$ cat config.mk
export PLATFORM = sky130hd
export DESIGN_NAME = serial_sum_collector
export DESIGN_NICKNAME = d
export VERILOG_FILES = /design/src/rtl/serial_adder_pkg.sv /design/src/rtl/sipo_bit_counter.sv /design/src/rtl/serial_sum_collector.sv
export SDC_FILE = /design/constraint.sdc
export NUM_CORES = 1
export LEC_CHECK = 0
export ABC_AREA = 1
export BUFFER_PORTS_ARGS = -buffer_cell sky130_fd_sc_hd__clkbuf_2
export CORE_MARGIN = 1.5
export CORE_UTILIZATION = 32
export DETAILED_ROUTE_END_ITERATION = 7
export GPL_TIMING_DRIVEN = 0
export PLACE_DENSITY = 0.53
export SLEW_MARGIN = 15
export SYNTH_ARGS = -nofsm -noshare
export SYNTH_HDL_FRONTEND = slang
export SYNTH_HIERARCHICAL = 1
export SYNTH_SLANG_ARGS = --single-unit
$ cat constraint.sdc
create_clock -name clk -period 1.3 [get_ports clk]
set_input_delay 0.195 -clock clk [delete_from_list [all_inputs] [get_ports clk]]
set_output_delay 0.195 -clock clk [all_outputs]
set_load 0.02 [all_outputs]
$ cat src/rtl/serial_adder_pkg.sv
// serial_adder_pkg
// Shared definitions for the serial adder datapath: the default word
// length used by the operand shift registers and the sum collector, and
// the collector's state type.
//
// Optional feature macro used by importers: SERIAL_SUM_CARRY_EN.
package serial_adder_pkg;

    localparam int DEFAULT_WIDTH = 8;

    typedef enum logic [1:0] {
        IDLE    = 2'd0,
        COLLECT = 2'd1,
        DONE    = 2'd2
    } state_t;

endpackage

$ cat src/rtl/sipo_bit_counter.sv
// sipo_bit_counter
// Counts accepted serial bits for the sum collector.
//
// Ports:
//   clk    in   system clock, rising edge
//   rst_n  in   asynchronous active-low reset
//   clr    in   synchronous clear (priority over inc)
//   inc    in   count one accepted bit
//   count  out  bits accepted so far (saturates at WIDTH)
//   last   out  count == WIDTH-1, i.e. the next accepted bit completes the word
module sipo_bit_counter #(
    parameter int WIDTH = 8
) (
    input  logic                         clk,
    input  logic                         rst_n,
    input  logic                         clr,
    input  logic                         inc,
    output logic [$clog2(WIDTH+1)-1:0]   count,
    output logic                         last
);

    localparam int CNT_W = $clog2(WIDTH + 1);

    logic [CNT_W-1:0] r_count;

    always_ff @(posedge clk or negedge rst_n) begin
        if (!rst_n) begin
            r_count <= '0;
        end else if (clr) begin
            r_count <= '0;
        end else if (inc && (r_count != CNT_W'(WIDTH))) begin
            // Saturating: the count can never run past WIDTH.
            r_count <= r_count + CNT_W'(1);
        end
    end

    assign count = r_count;
    assign last  = (r_count == CNT_W'(WIDTH - 1));

endmodule

$ cat src/rtl/serial_sum_collector.sv
// serial_sum_collector
// Receive end of the serial adder: shifts the LSB-first sum stream into a
// WIDTH-bit word, raises done with the assembled word and holds it until
// the consumer acknowledges.
//
// Handshake: done=1 means result (and overflow when present) is valid and
// stable; the consumer releases it with ack=1 (-> IDLE) or start=1
// (-> new collection). start has priority over ack. enable marks a valid
// sum_bit and is only honoured while collecting.
//
// Ports:
//   clk, rst_n        clock, asynchronous active-low reset
//   start             arm a new collection (clears shifter and counter)
//   enable, sum_bit   serial sum bit qualifier and data, LSB first
//   ack               consumer has taken result
//   result            assembled word, stable while done=1
//   done, busy        result valid / collection in progress
//   o_dbg_state       current FSM state
//   o_dbg_count       current bit count
//   carry_out         (SERIAL_SUM_CARRY_EN) adder carry, sampled with last bit
//   overflow          (SERIAL_SUM_CARRY_EN) carry of the completed word
//
// Optional feature macro: SERIAL_SUM_CARRY_EN.
module serial_sum_collector
    import serial_adder_pkg::*;
#(
    parameter int WIDTH = DEFAULT_WIDTH
) (
    input  logic                         clk,
    input  logic                         rst_n,
    input  logic                         start,
    input  logic                         enable,
    input  logic                         sum_bit,
    input  logic                         ack,
`ifdef SERIAL_SUM_CARRY_EN
    input  logic                         carry_out,
    output logic                         overflow,
`endif
    output logic [WIDTH-1:0]             result,
    output logic                         done,
    output logic                         busy,
    output state_t                       o_dbg_state,
    output logic [$clog2(WIDTH+1)-1:0]   o_dbg_count
);

    localparam int CNT_W = $clog2(WIDTH + 1);

    state_t             r_state;
    state_t             w_state_nxt;
    logic [WIDTH-1:0]   r_sr;
    logic [WIDTH-1:0]   r_result;
    logic [WIDTH-1:0]   w_sr_shifted;
    logic               w_clr;
    logic               w_accept;
    logic               w_complete;
    logic               w_last;
    logic [CNT_W-1:0]   w_count;

    sipo_bit_counter #(
        .WIDTH (WIDTH)
    ) u_cnt (
        .clk   (clk),
        .rst_n (rst_n),
        .clr   (w_clr),
        .inc   (w_accept),
        .count (w_count),
        .last  (w_last)
    );

    // State register
    always_ff @(posedge clk or negedge rst_n) begin
        if (!rst_n) begin
            r_state <= IDLE;
        end else begin
            r_state <= w_state_nxt;
        end
    end

    // Next-state logic
    always_comb begin
        w_state_nxt = r_state;
        case (r_state)
            IDLE: begin
                if (start) w_state_nxt = COLLECT;
            end
            COLLECT: begin
                // A restart keeps us in COLLECT; otherwise leave on the last bit.
                if (!start && enable && w_last) w_state_nxt = DONE;
            end
            DONE: begin
                if (start)    w_state_nxt = COLLECT;
                else if (ack) w_state_nxt = IDLE;
            end
            default: w_state_nxt = IDLE;
        endcase
    end

    // Output / control logic
    always_comb begin
        w_clr      = 1'b0;
        w_accept   = 1'b0;
        w_complete = 1'b0;
        done       = 1'b0;
        busy       = 1'b0;
        case (r_state)
            IDLE: begin
                w_clr = start;
            end
            COLLECT: begin
                busy       = 1'b1;
                w_clr      = start;
                // A bit arriving together with start is discarded.
                w_accept   = enable && !start;
                w_complete = enable && !start && w_last;
            end
            DONE: begin
                done  = 1'b1;
                w_clr = start;
            end
            default: ;
        endcase
    end

    assign w_sr_shifted = {sum_bit, r_sr[WIDTH-1:1]};

    // Shift path and result capture
    always_ff @(posedge clk or negedge rst_n) begin
        if (!rst_n) begin
            r_sr     <= '0;
            r_result <= '0;
        end else begin
            if (w_clr) begin
                r_sr <= '0;
            end else if (w_accept) begin
                r_sr <= w_sr_shifted;
            end
            // result moves only on completion, never while collecting.
            if (w_complete) begin
                r_result <= w_sr_shifted;
            end
        end
    end

`ifdef SERIAL_SUM_CARRY_EN
    logic r_overflow;

    always_ff @(posedge clk or negedge rst_n) begin
        if (!rst_n) begin
            r_overflow <= 1'b0;
        end else if (w_complete) begin
            r_overflow <= carry_out;
        end else if ((r_state == DONE) && (start || ack)) begin
            // Cleared together with done.
            r_overflow <= 1'b0;
        end
    end

    assign overflow = r_overflow;
`endif

    assign result      = r_result;
    assign o_dbg_state = r_state;
    assign o_dbg_count = w_count;

endmodule

# --- After elaboration in Yosys (flattened, before gate mapping) ---
# Cells that the tools add are included.
# Widths: inputs -> output; s select.
word_totals:
  n_memories: 0
  wordCells: 35
  out_inout_bits: 16
  input_bits: 6
  regBits: 22
  rom_bits: 0
  ram_bits: 0
  latch_bits: 0
classes:
  addsub: 1
  n_reduce_logical: 9
  bitwise_logic: 0
  n_lt_le_gt_ge: 0
  shifts: 0
  muxes: 14
  div_mod_pow: 0
  n_eq_ne: 7
  mul: 0
ops:
  columns: ["cell", "count"]
  rows:
  - ["$mux 8", 2]
  - ["$mux 2", 4]
  - ["$mux 4", 2]
  - ["$pmux 2 s3", 1]
  - ["$mux 1", 5]
  - ["$add 4x1->4 const B", 1]
  - ["$eq 4x3->1 const B", 1]
  - ["$ne 2x2->1 const B", 2]
  - ["$ne 4x4->1 const B", 1]
  - ["$reduce_bool 2->1", 2]
  - ["$logic_and 1x1->1", 3]
  - ["$ne 3x3->1 const B", 1]
  - ["$reduce_and 3->1", 1]
  - ["$reduce_or 3->1", 1]
  - ["$eq 2x1->1 const B", 1]
  - ["$eq 2x2->1 const B", 1]
  - ["$logic_not 2->1", 1]
  - ["$logic_not 1->1", 1]

# --- Longest topological paths before layout ---
logic_depth:
  ltp_word: 6
  ltp_mapped: 9
  mapped_depth_nobuf: 8

# --- Modules after synthesis ---
# Netlist, hierarchy kept.
modules_own_cells:
  columns: ["mod", "n_inst", "seq_area_each_um2", "cells_each", "area_each_um2"]
  rows:
  - ["serial_sum_collector", 1, 425.4, 97, 805.8]
  - ["sipo_bit_counter", 1, 100.1, 32, 259.0]

# --- Least setup slack after synthesis ---
# OpenSTA, ideal clock, no wires.
synth_timing:
  kind: "register to register"
  startpoint: "reg u_cnt.r_count[1] (netlist: u_cnt/count[1])"
  endpoint: "reg r_result[0] (netlist: result[0])"
  n_path_buf: 1
  arrival_ps: 1262
  path_slack_ps: -83
  stages_incl_launch_ff: 8
  required_time_ps: 1179
  synth_period_minus_slack_ps: 1383
  setup_ps: 121
  cell_sequence: "dfrtp_1 ha_1 nand2_1 nor2_1 nand3_1 buf_4 o21bai_1 nand2_1"
synth_via:
  elab_chain_cells: 3
synth_lines:
  columns: ["element", "line", "source"]
  rows:
  - ["start, declared", "sipo_bit_counter.sv:24", "logic [CNT_W-1:0] r_count;"]
  - ["start signal, assigned", "sipo_bit_counter.sv:33", "r_count <= r_count + CNT_W'(1);"]
  - ["$eq 4x3->1", "sipo_bit_counter.sv:38", "assign last = (r_count == CNT_W'(WIDTH - 1));"]
  - ["named net w_last", "serial_sum_collector.sv:56", "logic w_last;"]
  - ["$logic_and 1x1->1", "serial_sum_collector.sv:114", "w_complete = enable && !start && w_last;"]
  - ["$mux 1", "serial_sum_collector.sv:105", "case (r_state)"]
  - ["end signal, assigned", "serial_sum_collector.sv:139", "r_result <= w_sr_shifted;"]
  - ["end, declared", "serial_sum_collector.sv:51", "logic [WIDTH-1:0] r_result;"]
# The timed path passes the listed nets, and every way through them passes these cells.
# A chain may end at the register's enable or synchronous reset.

# --- Worst setup path in the final report ---
layout_timing:
  startpoint: "reg u_cnt.r_count[1] (netlist: u_cnt/count[1])"
  endpoint: "reg r_result[4] (netlist: result[4])"
# Same word-level chain as after synthesis.

==> impl_metrics.py <==
metrics = {
    "status": {
        "result_of_the_run": "complete, no violations",
    },
    "yosys": {
        "syn-instance-count": 129,
        "synth.yosys.warnings": 6,
        "synth-adder-area-share_pct": 2.350,
        "syn_avg_cell_area_um2": 8.254,
        "mappedNetlistArea_mm2": 0.001065,
        "ys_seq_elements": 21,
        "multiplexer_share_of_the_synthesized_area_pct": 0,
        "netlist.top_cell.by_area": "sky130_fd_sc_hd__dfrtp_1",
        "ys_seq_area_share_pct": 49.35,
        "post_synth_main_area_contributors": "sky130_fd_sc_hd__dfrtp_1, sky130_fd_sc_hd__nand2_1, sky130_fd_sc_hd__inv_1",
        "synth-compound-area-share_pct": 8.461,
        "synthDistinctLibCells": 19,
        "area_share_of_xor_xnor_cells_in_the_synthesized_design_pct": 0,
        "synthSimpleGateAreaFrac_pct": 29.02,
        "synth_nets": 137,
        "yosys.area.top_type_share_pct": 49.35,
        "largest_family_of_logic_cells_by_synthesized_area": "simple AND/OR/NAND/NOR gates",
    },
    "job": {
        "maxCapViolCount": 0,
    },
    "power_and_ir_drop": {
        "worst_ir_drop_vdd_uv": 287.3,
        "report.power.total_uw": 1179,
        "power.density_mw_per_mm2": 842.4,
        "power_leakage_uw": 0.0007285,
    },
    "timing": {
        "hold_slack_ps": 112.2,
        "slew_headroom_pct": 64.78,
        "finClkSkew_ps": 8.424,
        "setup_repair_after_global_routing_missed_its_margin": "true",
        "fmax_mhz": 774.6,
        "finalCritPeriodShare_pct": 99.31,
        "final_max_slew_viol_count": 0,
        "final-setup-viol-count": 0,
        "post-route-min-period_ps": 1291,
        "worst-slew-pin-transition_ps": 528.3,
        "hold_viol": 0,
        "setup_ws_ps": 8.996,
    },
    "min_path": {
        "hold_path_end": "result[7]",
        "worst_hold_startpoint": "sum_bit",
        "hold_path.class": "in2reg",
        "worstHoldPathCells": 3,
    },
    "die": {
        "ioPinCount": 22,
        "design.core.area_mm2": 0.003103,
        "starting_density_of_the_core_pct": 34.31,
        "core.rowCount": 20,
        "die_area_mm2": 0.003683,
        "die_width_um": 60.69,
        "fp.dieH_um": 60.69,
    },
    "placement": {
        "dp_cells": 194,
        "routabilityCongestion": 0.7929,
        "dpl_cell_area_mm2": 0.001242,
        "place.detailed.hpwl_um": 1546,
        "post-place-ws_ps": -76.07,
        "place.port_buffers": 21,
    },
    "finish": {
        "final_common_cell": "sky130_fd_sc_hd__nand2_1",
        "stdcell_area_mm2": 0.001400,
        "flow.area_growth_from_synthesis_pct": 31.49,
        "layout.cells.most_common_list": "sky130_fd_sc_hd__nand2_1, sky130_fd_sc_hd__clkbuf_2, sky130_fd_sc_hd__dfrtp_1",
        "final_net_count": 169,
        "drive_gt1_share_pct": 37.50,
        "layoutNonFillerInstCount": 204,
        "num_antenna_cells": 0,
    },
    "detailed_routing": {
        "drt_iter0_drc": 17,
        "postRouteWirelength_um": 2218,
        "drt-wirelength-per-cell_um": 10.87,
        "detail_route_antenna_nets": 0,
        "drt_pass1_iterations": 4,
        "drt_drc_violations_left": 0,
        "vias_per_cell": 4.373,
        "vias": 892,
    },
    "clock_tree": {
        "clk_pin_slew_ps": 130,
        "h-tree-depth": 1,
        "cts_buffer_depth": 2,
        "root_buffer_selected_by_cts": "sky130_fd_sc_hd__clkbuf_4",
        "tritoncts.num_buffers": 3,
        "insertion_delay_ps": 310,
        "cts_tree": "yes",
        "cts.sink_count": 21,
    },
    "critical_path": {
        "worst_path_largest_cell_delay_ps": 410,
        "path_buf_inv": 1,
        "worst-r2r-cell-count": 7,
        "cpMaxStageDelayCell": "sky130_fd_sc_hd__dfrtp_2",
        "regToRegSetupSlack_ps": 9,
        "critPathRequiredTime_ps": 1510,
        "crit_chain": "ha_4, nand2_4, nor2_4, nand3_4, buf_2, o21bai_1, nand2_1",
        "cp_top_family": "flip-flops",
        "timing_worst_setup_path_type": "reg2reg",
        "nature_of_the_critical_path_endpoint": "register",
        "worst_r2r_endpoint": "result[4]",
        "start_kind": "register",
        "reg2reg_from": "u_cnt/count[1]",
        "critical_path_peak_fanout": 5,
        "critPathArrivalTime_ps": 1500,
    },
    "global_route": {
        "grt_overflow_total": 0,
        "antenna_found_initial": 0,
        "grt_start_max_net_pins": 22,
        "grt_first_pass_wirelength_um": 3629,
        "number_of_global_route_vias_before_repair": 845,
        "global_routing_usage_summed_across_all_routing_layers_pct": 13.69,
    },
}
-- metrics by stage --
stage,util [%],TNS [ps]
finish,45.12,0
CTS,43.43,-5.921
floorplan,-,0
global route,45.12,-682.5
global placement,40.04,-344.9
detailed placement,40.04,-509.8
-- worst max-delay path by stage --
stage,depth (start not counted),to,slack (ps),startpoint
2_1_floorplan,7,result[0],7,u_cnt/count[0]
3_3_place_gp,7,result[4],-50,u_cnt/count[0]
3_5_place_dp,7,result[6],-80,u_cnt/count[0]
4_1_cts,2,busy,-6,o_dbg_state[1]
5_1_grt,8,u_cnt/count[0],-80,u_cnt/count[0]
6_report,7,result[4],9,u_cnt/count[1]
-- routing by layer --
| metal | wire (um) | track usage [%] | up-vias | share of wire [%] |
|---|---|---|---|---|
| met3 | 67 | 2.559 | 5 | 3.0 |
| li1 | - | - | 464 | - |
| met2 | 1050 | 22.89 | 15 | 47 |
| met4 | 40 | 6.522 | 0 | 1.8 |
| met1 | 1059 | 17.05 | 408 | 48 |
| met5 | 0 | 0 | - | 0 |
-- power by group --
part | switching, uW | internal [uW]
clock | 208 | 115
sequential | 14.7 | 667
combinational | 105 | 69.2
total | 328 | 851
-- state kept, by name (all words and copies together) (netlist names) --
| signal | flops |
|---|---|
| result | 8 |
| r_sr | 7 |
| u_cnt/count | 4 |
| o_dbg_state | 2 |
-- cell usage after synthesis, drive strengths merged --
master / n
nor2: 7
ha: 2
o21bai: 8
a21oi: 2
or2: 1
inv: 21
nand3: 12
o21ai: 4
nand4: 3
dfrtp: 21
bufinv: 1
nand2: 45
buf: 2
-- layout make-up --
cell class,count,area [um^2]
plain buffers,2,22.52
clock buffers,3,22.52
clock inverters,1,5.005
fillers,335,1703
inverters,22,96.34
multi-input cells,84,494.2
flip-flops and latches,21,531.8
well taps,44,55.05
repair buffers,27,172.7
-- worst reg2reg max path: stages (launching register included) --
cell,delay [ps]
sky130_fd_sc_hd__dfrtp_2,410
sky130_fd_sc_hd__ha_4,150
sky130_fd_sc_hd__nand2_4,50
sky130_fd_sc_hd__nor2_4,120
sky130_fd_sc_hd__nand3_4,100
sky130_fd_sc_hd__buf_2,170
sky130_fd_sc_hd__o21bai_1,130
sky130_fd_sc_hd__nand2_1,60
-- cells by family (layout without fill, tap and decap cells) --
group,after synthesis,count (layout)
buffers and inverters,24,55
DFF,21,21
and+or+nand+nor,68,68
AOI/OAI and AO/OA,14,14
adders and majority gates,2,2
-- repair_timing --
action | CTS | global route
gates cloned | 0 | 1
gates resized for setup | 10 | 18
hold buffers | 1 | 0
pin swaps | 2 | 5
setup buffers | 4 | 0
hold endpoints to repair | 21 | 0
endpoints found under the setup margin | 14 | 15
No activity file was read; power rests on OpenSTA's default activity.
